===== src/rtl/mcpu_mem_pkg.sv =====
// Shared types and constants for the multicycle CPU memory port.
package mcpu_mem_pkg;

  localparam int unsigned ADDR_W_DEF = 32;
  localparam int unsigned DATA_W_DEF = 32;
  localparam int unsigned CNT_W      = 4;

  typedef enum logic [1:0] {
    IDLE   = 2'd0,
    ACCESS = 2'd1,
    DONE   = 2'd2
  } state_t;

  localparam logic REQ_IF = 1'b0;
  localparam logic REQ_D  = 1'b1;

endpackage


===== src/rtl/rr_arb2.sv =====
// Two-way round-robin picker: on a tie the requester not granted last wins.
module rr_arb2
  import mcpu_mem_pkg::*;
(
  input  logic req_if,
  input  logic req_d,
  input  logic last,
  output logic grant_valid_c,
  output logic grant_id_c
);

  always_comb begin
    grant_valid_c = req_if | req_d;
    grant_id_c    = REQ_IF;
    if (req_if && req_d) begin
      grant_id_c = (last == REQ_IF) ? REQ_D : REQ_IF;
    end else if (req_d) begin
      grant_id_c = REQ_D;
    end
  end

endmodule


===== src/rtl/mem_port_arbiter.sv =====
// Arbitrates the shared instruction/data memory port between fetch and load/store,
// holding each access for WAIT_CYCLES extra cycles and returning a one-cycle ack.
module mem_port_arbiter
  import mcpu_mem_pkg::*;
#(
  parameter int unsigned ADDR_W      = ADDR_W_DEF,
  parameter int unsigned DATA_W      = DATA_W_DEF,
  parameter int unsigned WAIT_CYCLES = 0
) (
  input  logic              clk,
  input  logic              rst,
  input  logic              if_req,
  input  logic [ADDR_W-1:0] if_addr,
  output logic              if_ack,
  output logic [DATA_W-1:0] if_rdata,
  input  logic              d_req,
  input  logic              d_we,
  input  logic [ADDR_W-1:0] d_addr,
  input  logic [DATA_W-1:0] d_wdata,
  output logic              d_ack,
  output logic [DATA_W-1:0] d_rdata,
  output logic [ADDR_W-1:0] mem_addr,
  output logic              mem_r,
  output logic              mem_w,
  output logic [DATA_W-1:0] mem_wd,
  input  logic [DATA_W-1:0] mem_rd,
  output logic              busy
);

  state_t           state;
  state_t           state_nxt;
  logic [CNT_W-1:0] cnt;
  logic             gnt_id;
  logic             gnt_we;
  logic             last_gnt;

  logic             grant_valid_c;
  logic             grant_id_c;
  logic             grant_c;
  logic             last_beat_c;
  logic             read_c;

  logic             mem_r_nxt;
  logic             mem_w_nxt;
  logic             busy_nxt;
  logic             if_ack_nxt;
  logic             d_ack_nxt;

  rr_arb2 u_arb (
    .req_if        (if_req),
    .req_d         (d_req),
    .last          (last_gnt),
    .grant_valid_c (grant_valid_c),
    .grant_id_c    (grant_id_c)
  );

  assign grant_c     = (state == IDLE) && grant_valid_c;
  assign last_beat_c = (state == ACCESS) && (cnt == '0);

  // State register
  always_ff @(posedge clk) begin
    if (rst) begin
      state <= IDLE;
    end else begin
      state <= state_nxt;
    end
  end

  // Next-state logic
  always_comb begin
    state_nxt = state;
    case (state)
      IDLE:    if (grant_valid_c) state_nxt = ACCESS;
      ACCESS:  if (cnt == '0) state_nxt = DONE;
      DONE:    state_nxt = IDLE;
      default: state_nxt = IDLE;
    endcase
  end

  // Next values of the registered strobes/acks, derived from the upcoming state
  always_comb begin
    read_c     = 1'b0;
    mem_r_nxt  = 1'b0;
    mem_w_nxt  = 1'b0;
    busy_nxt   = 1'b0;
    if_ack_nxt = 1'b0;
    d_ack_nxt  = 1'b0;
    if (state == IDLE) begin
      read_c = (grant_id_c == REQ_IF) || !d_we;
    end else begin
      read_c = !gnt_we;
    end
    busy_nxt = (state_nxt != IDLE);
    if (state_nxt == ACCESS) begin
      mem_r_nxt = read_c;
      mem_w_nxt = !read_c;
    end
    if (state_nxt == DONE) begin
      if_ack_nxt = (gnt_id == REQ_IF);
      d_ack_nxt  = (gnt_id == REQ_D);
    end
  end

  always_ff @(posedge clk) begin
    if (rst) begin
      mem_r  <= 1'b0;
      mem_w  <= 1'b0;
      busy   <= 1'b0;
      if_ack <= 1'b0;
      d_ack  <= 1'b0;
    end else begin
      mem_r  <= mem_r_nxt;
      mem_w  <= mem_w_nxt;
      busy   <= busy_nxt;
      if_ack <= if_ack_nxt;
      d_ack  <= d_ack_nxt;
    end
  end

  // Grant latching, wait counter, read-data capture and round-robin pointer
  always_ff @(posedge clk) begin
    if (rst) begin
      cnt      <= '0;
      gnt_id   <= REQ_IF;
      gnt_we   <= 1'b0;
      last_gnt <= REQ_IF;
      mem_addr <= '0;
      mem_wd   <= '0;
      if_rdata <= '0;
      d_rdata  <= '0;
    end else begin
      if (grant_c) begin
        gnt_id   <= grant_id_c;
        gnt_we   <= (grant_id_c == REQ_D) && d_we;
        mem_addr <= (grant_id_c == REQ_D) ? d_addr : if_addr;
        mem_wd   <= d_wdata;
        cnt      <= CNT_W'(WAIT_CYCLES);
      end else if ((state == ACCESS) && (cnt != '0)) begin
        cnt <= cnt - CNT_W'(1);
      end
      if (last_beat_c) begin
        last_gnt <= gnt_id;
        if (!gnt_we) begin
          if (gnt_id == REQ_IF) begin
            if_rdata <= mem_rd;
          end else begin
            d_rdata <= mem_rd;
          end
        end
      end
    end
  end

endmodule


===== config.mk =====
export PLATFORM = sky130hd
export DESIGN_NAME = mem_port_arbiter
export DESIGN_NICKNAME = d
export VERILOG_FILES = /design/src/rtl/mcpu_mem_pkg.sv /design/src/rtl/rr_arb2.sv /design/src/rtl/mem_port_arbiter.sv
export SDC_FILE = /design/constraint.sdc
export NUM_CORES = 1
export LEC_CHECK = 0
export ABC_AREA = 0
export BUFFER_PORTS_ARGS = -buffer_cell sky130_fd_sc_hd__buf_2
export CAP_MARGIN = 20
export CELL_PAD_IN_SITES_DETAIL_PLACEMENT = 0
export CELL_PAD_IN_SITES_GLOBAL_PLACEMENT = 2
export CORE_ASPECT_RATIO = 1.25
export CORE_MARGIN = 3
export CORE_UTILIZATION = 27
export CTS_CLUSTER_SIZE = 16
export DETAILED_ROUTE_END_ITERATION = 16
export PLACE_DENSITY = 0.87
export SYNTH_ARGS = -nofsm -noshare
export SYNTH_HDL_FRONTEND = slang
export SYNTH_SLANG_ARGS = --single-unit
export TNS_END_PERCENT = 100

===== constraint.sdc =====
create_clock -name clk -period 2.05 [get_ports clk]
set_input_delay 0 -clock clk [delete_from_list [all_inputs] [get_ports clk]]
set_output_delay 0 -clock clk [all_outputs]
set_load 0.005 [all_outputs]

# [After elaboration in Yosys (flattened, before gate mapping)]
# Index checks and enable logic that the tools add are counted.
[word_totals] register_bits=142 latchBits=0 mem_bits_rw=0 romBits=0 input_bits=133 out_inout_bits=133 elab_cells=50 mem_count=0
[classes] n_addsub=1 multipliers=0 div=0 n_lt_le_gt_ge=0 n_eq_ne=3 n_shift=0 mux=8 n_bitwise=6 n_reduce_logical=18
[op_table] operator="32-bit two-way mux" n=1
[op_table] operator="3-bit AND reduction" n=2
[op_table] operator="2-bit OR reduction" n=3
[op_table] operator="1-bit logical AND" n=5
[op_table] operator="1-bit inverter" n=5
[op_table] operator="2-bit by 1-bit equality test with 1-bit output (second input constant)" n=2
[op_table] operator="4-bit logical NOT" n=1
[op_table] operator="1-bit two-way mux" n=4
[op_table] operator="2-bit two-way mux" n=2
[op_table] operator="2-bit one-hot mux with 2 select lines" n=1
[op_table] operator="4-bit nonzero test" n=1
[op_table] operator="4-bit by 1-bit subtractor with 4-bit output (second input constant)" n=1
[op_table] operator="1-bit logical NOT" n=3
[op_table] operator="2-bit equality test (second input constant)" n=1
[op_table] operator="2-bit logical NOT" n=1
[op_table] operator="2-bit nonzero test" n=1
[op_table] operator="1-bit logical OR" n=1
[op_table] operator="1-bit bitwise OR" n=1

# [Logic depth before layout (Yosys ltp)]
[logic_depth] depth_word=6 depth_mapped=7

# [Modules after synthesis]
# Synthesis repeated with hierarchy kept, for this count alone.
[unflattened] cells_unflattened=591 area_unflattened_um2=5512.8
[by_module_without_submodules] mod="mem_port_arbiter" n_inst=1 cells_each=589 area_per_inst_um2=5499.0 seq_area_each_um2=2842.7
[by_module_without_submodules] mod="rr_arb2" n_inst=1 cells_each=2 area_per_inst_um2=13.8 seq_area_each_um2=0.0

# [Worst setup path before layout]
# No wires, ideal clock.
[synth_path] kind="register -> register" startpoint="register cnt[0]" endpoint="register d_rdata[10]" t_arrival_ns=1.345 required_time_ns=1.980 setup_slack_ns=0.635 stages_incl_launch_ff=8 path_buffers=2 synth_period_minus_slack_ns=1.415 path_cell_list="dfxtp_1 inv_1 ha_1 nand3b_1 buf_2 buf_1 o21ai_1 a21oi_1"
[synth_via] elab_chain_cells=3
[synth_lines] element="from (decl)" line_no="mem_port_arbiter.sv:32" text="logic [CNT_W-1:0] cnt;"
[synth_lines] element="from (signal assigned)" line_no="mem_port_arbiter.sv:137" text="cnt <= CNT_W'(WAIT_CYCLES);"
[synth_lines] element="from (signal assigned)" line_no="mem_port_arbiter.sv:139" text="cnt <= cnt - CNT_W'(1);"
[synth_lines] element="4-bit logical NOT" line_no="mem_port_arbiter.sv:58" text="assign last_beat_c = (state == ACCESS) && (cnt == '0);"
[synth_lines] element="1-bit logical AND" line_no="mem_port_arbiter.sv:58"
[synth_lines] element="3-bit AND reduction (no source line)"
[synth_lines] element="to (signal assigned)" line_no="mem_port_arbiter.sv:147" text="d_rdata <= mem_rd;"
[synth_lines] element="to (decl)" line_no="mem_port_arbiter.sv:21" text="output logic [DATA_W-1:0] d_rdata,"
# No other way between the ends.
# A chain may end at the register's enable or synchronous reset.

# [Worst setup path in the final report]
[layout_path] startpoint="register last_gnt" endpoint="register mem_addr[3]"
[layout_via] elab_chain_cells=3
[layout_lines] element="from (decl)" line_no="mem_port_arbiter.sv:35" text="logic last_gnt;"
[layout_lines] element="from (signal assigned)" line_no="mem_port_arbiter.sv:142" text="last_gnt <= gnt_id;"
[layout_lines] element="1-bit two-way mux" line_no="rr_arb2.sv:16" text="grant_id_c = (last == REQ_IF) ? REQ_D : REQ_IF;"
[layout_lines] element="1-bit two-way mux" line_no="rr_arb2.sv:15" text="if (req_if && req_d) begin"
[layout_lines] element="32-bit two-way mux" line_no="mem_port_arbiter.sv:135" text="mem_addr <= (grant_id_c == REQ_D) ? d_addr : if_addr;"
[layout_lines] element="to (signal assigned)" line_no="mem_port_arbiter.sv:135"
[layout_lines] element="to (decl)" line_no="mem_port_arbiter.sv:22" text="output logic [ADDR_W-1:0] mem_addr,"
# No other way between the ends.

==> out/qor.csv <==
stage;metric;value;unit
layout;regArea;2840;um^2
clock_network;numCtsBuffers;17;
timing;finClkSkew;0.0101;ns
place;dp_hpwl;11600;um
synth;synth_edf_count;0;
timing;final_hold_viol_count;0;
routing;dr.pass1.iters;4;
run_status;outcome;finished, final reports clean;
timing;relSlewSlack;0.516;
routing;wl_per_cell;15.6;um
clock_network;worstSkewPairLatency;0.41;ns
floorplan;start_util;0.280;
layout;drive_gt1_frac;0.347;
layout;area_growth;60.5;%
timing;finalSetupViolCount;0;
synth;syn_inst;541;
timing;setup_ws;0.234;ns
clock_network;cts_tree;done;
global_routing;grt_overflow;0;
power;p_leak;3.93;nW
timing;rsz0062_at_grt;false;
critical_path;path_max_fanout;18;
job;maxCapViolations;0;
floorplan;die-area;22300;um^2
critical_path;cp_data_arrival_time;2.09;ns
place;io_buffers;265;
layout;n_fill_cell;1912;
critical_path;crit_chain;a21boi_4 > buf_4 > mux2i_1 > dlygate4sd3_1 > o2bb2ai_1;
synth;yosys_warnings;0;
synth;synthesis.area;5540;um^2
critical_path;cp-start-kind;flop;
critical_path;cp_num_buf_inv;2;
timing;fmax;0.551;GHz
timing;worst_slew_pin_slew;0.726;ns
layout;multi_input_area;2370;um^2
place;post-place-ws;0.425;ns
synth;synth_top_cell_by_area;dfxtp_1;
clock_network;root_buffer;clkbuf_16;
layout;final_common_cell;buf_2;
timing;finalSetupTns;0;ns
clock_network;clockBufferDepth;2;
clock_network;path_clk_slew;0.06;ns
layout;num-nets-final;1039;
routing;ant_nets;0;
synth;synth_top_area_frac;0.513;
synth;synth_cell_type_count;45;
layout;final_cell_mix;265 x buf_2, 141 x dfxtp_1, 129 x dlygate4sd3_1;
timing;fin_crit_sh;0.886;
synth;synth_ff_type;dfxtp_1;
place;gp_congestion;0.736;
routing;dr.first_iter.drc_count;278;
synth;async_flop_share;0;
synth;ys_seq_area_frac;0.513;
global_routing;grt_first_pass_wirelength;29500;um
clock_network;cts_resized;0;
clock_network;hold_buffers;129;
global_routing;grt_pass1_vias;5571;
critical_path;cp_slowest_cell;dlygate4sd3_1;
timing;slew_viol_final;0;
routing;drc;0;
routing;via_per_inst;4.78;
clock_network;postCtsSetupRepairBufs;0;
synth;synthTopCellsByArea;dfxtp_1 51%, a21oi_1 5.9%, mux2i_1 5.8%, o21ai_1 5.2%, a22o_1 5.2%;
global_routing;grt_max_degree;68;
global_routing;antenna_found_initial;2;
floorplan;die_y;166;um
floorplan;num_io_pins;266;
synth;syn_nets;675;
routing;wl;18500;um
critical_path;crit_type;flop to flop;
critical_path;required;2.33;ns
power;p_per_area;823;nW/um^2
worst_hold_path;hp-class;primary input to flop;
critical_path;endpoint_kind;flop;
power;vdd_drop_max;0.544;mV
global_routing;grtUsageTotal;0.161;
clock_network;cts.sinks;142;
critical_path;timing.critical_path.slowest_cell_delay;0.58;ns
critical_path;critPathTopFamily;buffers and inverters;
clock_network;cts_max_level;4;
timing;period_needed;1.82;ns
floorplan;core;19800;um^2
synth;syn_area_per_cell;10.2;um^2
synth;ys_ff_latch;142;
floorplan;placementRows;57;
routing;route.vias.total;5665;
floorplan;die_w;134;um
[routing by layer]
layer  track usage  up-vias  part of all wire
li1              -     2791                 -
met1         0.191     2668              0.41
met2         0.287      184              0.52
met3        0.0452       20             0.061
met4        0.0381        2             0.011
met5             0        -           0.00070
[layout make-up]
type / count / share of cell area
Timing Repair Buffer: 406 / 0.309
Inverter: 5 / 0.00211
Clock buffer: 19 / 0.0498
Antenna cell: 1 / 0.000281
Tap cell: 265 / 0.0373
Sequential cell: 142 / 0.320
Multi-Input combinational cell: 333 / 0.266
Clock inverter: 13 / 0.0158
[Yosys cell counts (2+ instances only)]
library cell	number
a21boi_1	3
a21oi_1	65
a22o_1	33
buf_1	3
buf_2	25
buf_4	3
buf_6	8
clkbuf_1	21
dfxtp_1	142
inv_1	5
mux2i_1	32
nand3_1	3
nand4_1	32
nand4b_1	32
nor2_1	4
nor3_4	2
o21ai_0	7
o21ai_1	58
o21ai_2	2
o2bb2ai_1	32
o31ai_1	2
or2_1	2
or3_1	2
or4_1	2
[path summary, 6_finish.rpt]
kind	cells past startpoint	slack, ns	to	start
worst max-delay path	5	0.23	mem_addr[3]$_SDFFE_PP0P_	last_gnt$_SDFFE_PP0P_
worst min-delay path	3	0.03	busy$_SDFF_PP0_	rst
worst max register to register	5	0.23	mem_addr[3]$_SDFFE_PP0P_	last_gnt$_SDFFE_PP0P_
worst min register to register	1	0.46	mem_addr[1]$_SDFFE_PP0P_	mem_addr[1]$_SDFFE_PP0P_
[through the flow]
stage | area, um^2 | std cells | hold slack, ns | utilization | total power [mW]
after global routing | 8890 | 1184 | 0.0201 | 0.449 | 7.68
final | 8890 | 1184 | 0.0335 | 0.449 | 7.32
after global placement | 7020 | 1022 | 0.209 | 0.354 | 4.12
after floorplan | 5540 | 541 | 0.125 | - | 3.66
after CTS | 8890 | 1183 | 0.00669 | 0.448 | 7.42
after detailed placement | 7020 | 1022 | 0.213 | 0.354 | 4.12
[state kept, by name (all words and copies together), names as in the netlist]
register	flops
busy	1
cnt	4
d_ack	1
d_rdata	32
gnt_id	1
gnt_we	1
if_ack	1
if_rdata	32
last_gnt	1
mem_addr	32
mem_r	1
mem_w	1
mem_wd	32
state	2
[cells by family (layout without fill, tap and decap cells)]
family | after synthesis | after routing | synth area share
compound gates | 210 | 210 | 0.242
buf+inv | 66 | 443 | 0.0634
flops | 142 | 142 | 0.513
mux | 32 | 32 | 0.0578
other cells | 0 | 1 | 0
simple gates | 90 | 90 | 0.122
fa+ha+maj | 1 | 1 | 0.00226
[worst register-to-register path: cells and delay by family, from the launching register on]
kind	cells	cell delay (ns)
muxes	1	0.23
AOI/OAI and AO/OA	2	0.22
buffers and inverters	2	0.90
DFF	1	0.35
[power by group]
group | internal (mW) | total, mW | switching [mW]
Combinational | 0.624 | 1.22 | 0.600
Sequential | 2.96 | 3.05 | 0.0990
Clock | 1.83 | 3.04 | 1.21
No activity file was read; power rests on OpenSTA's default activity.
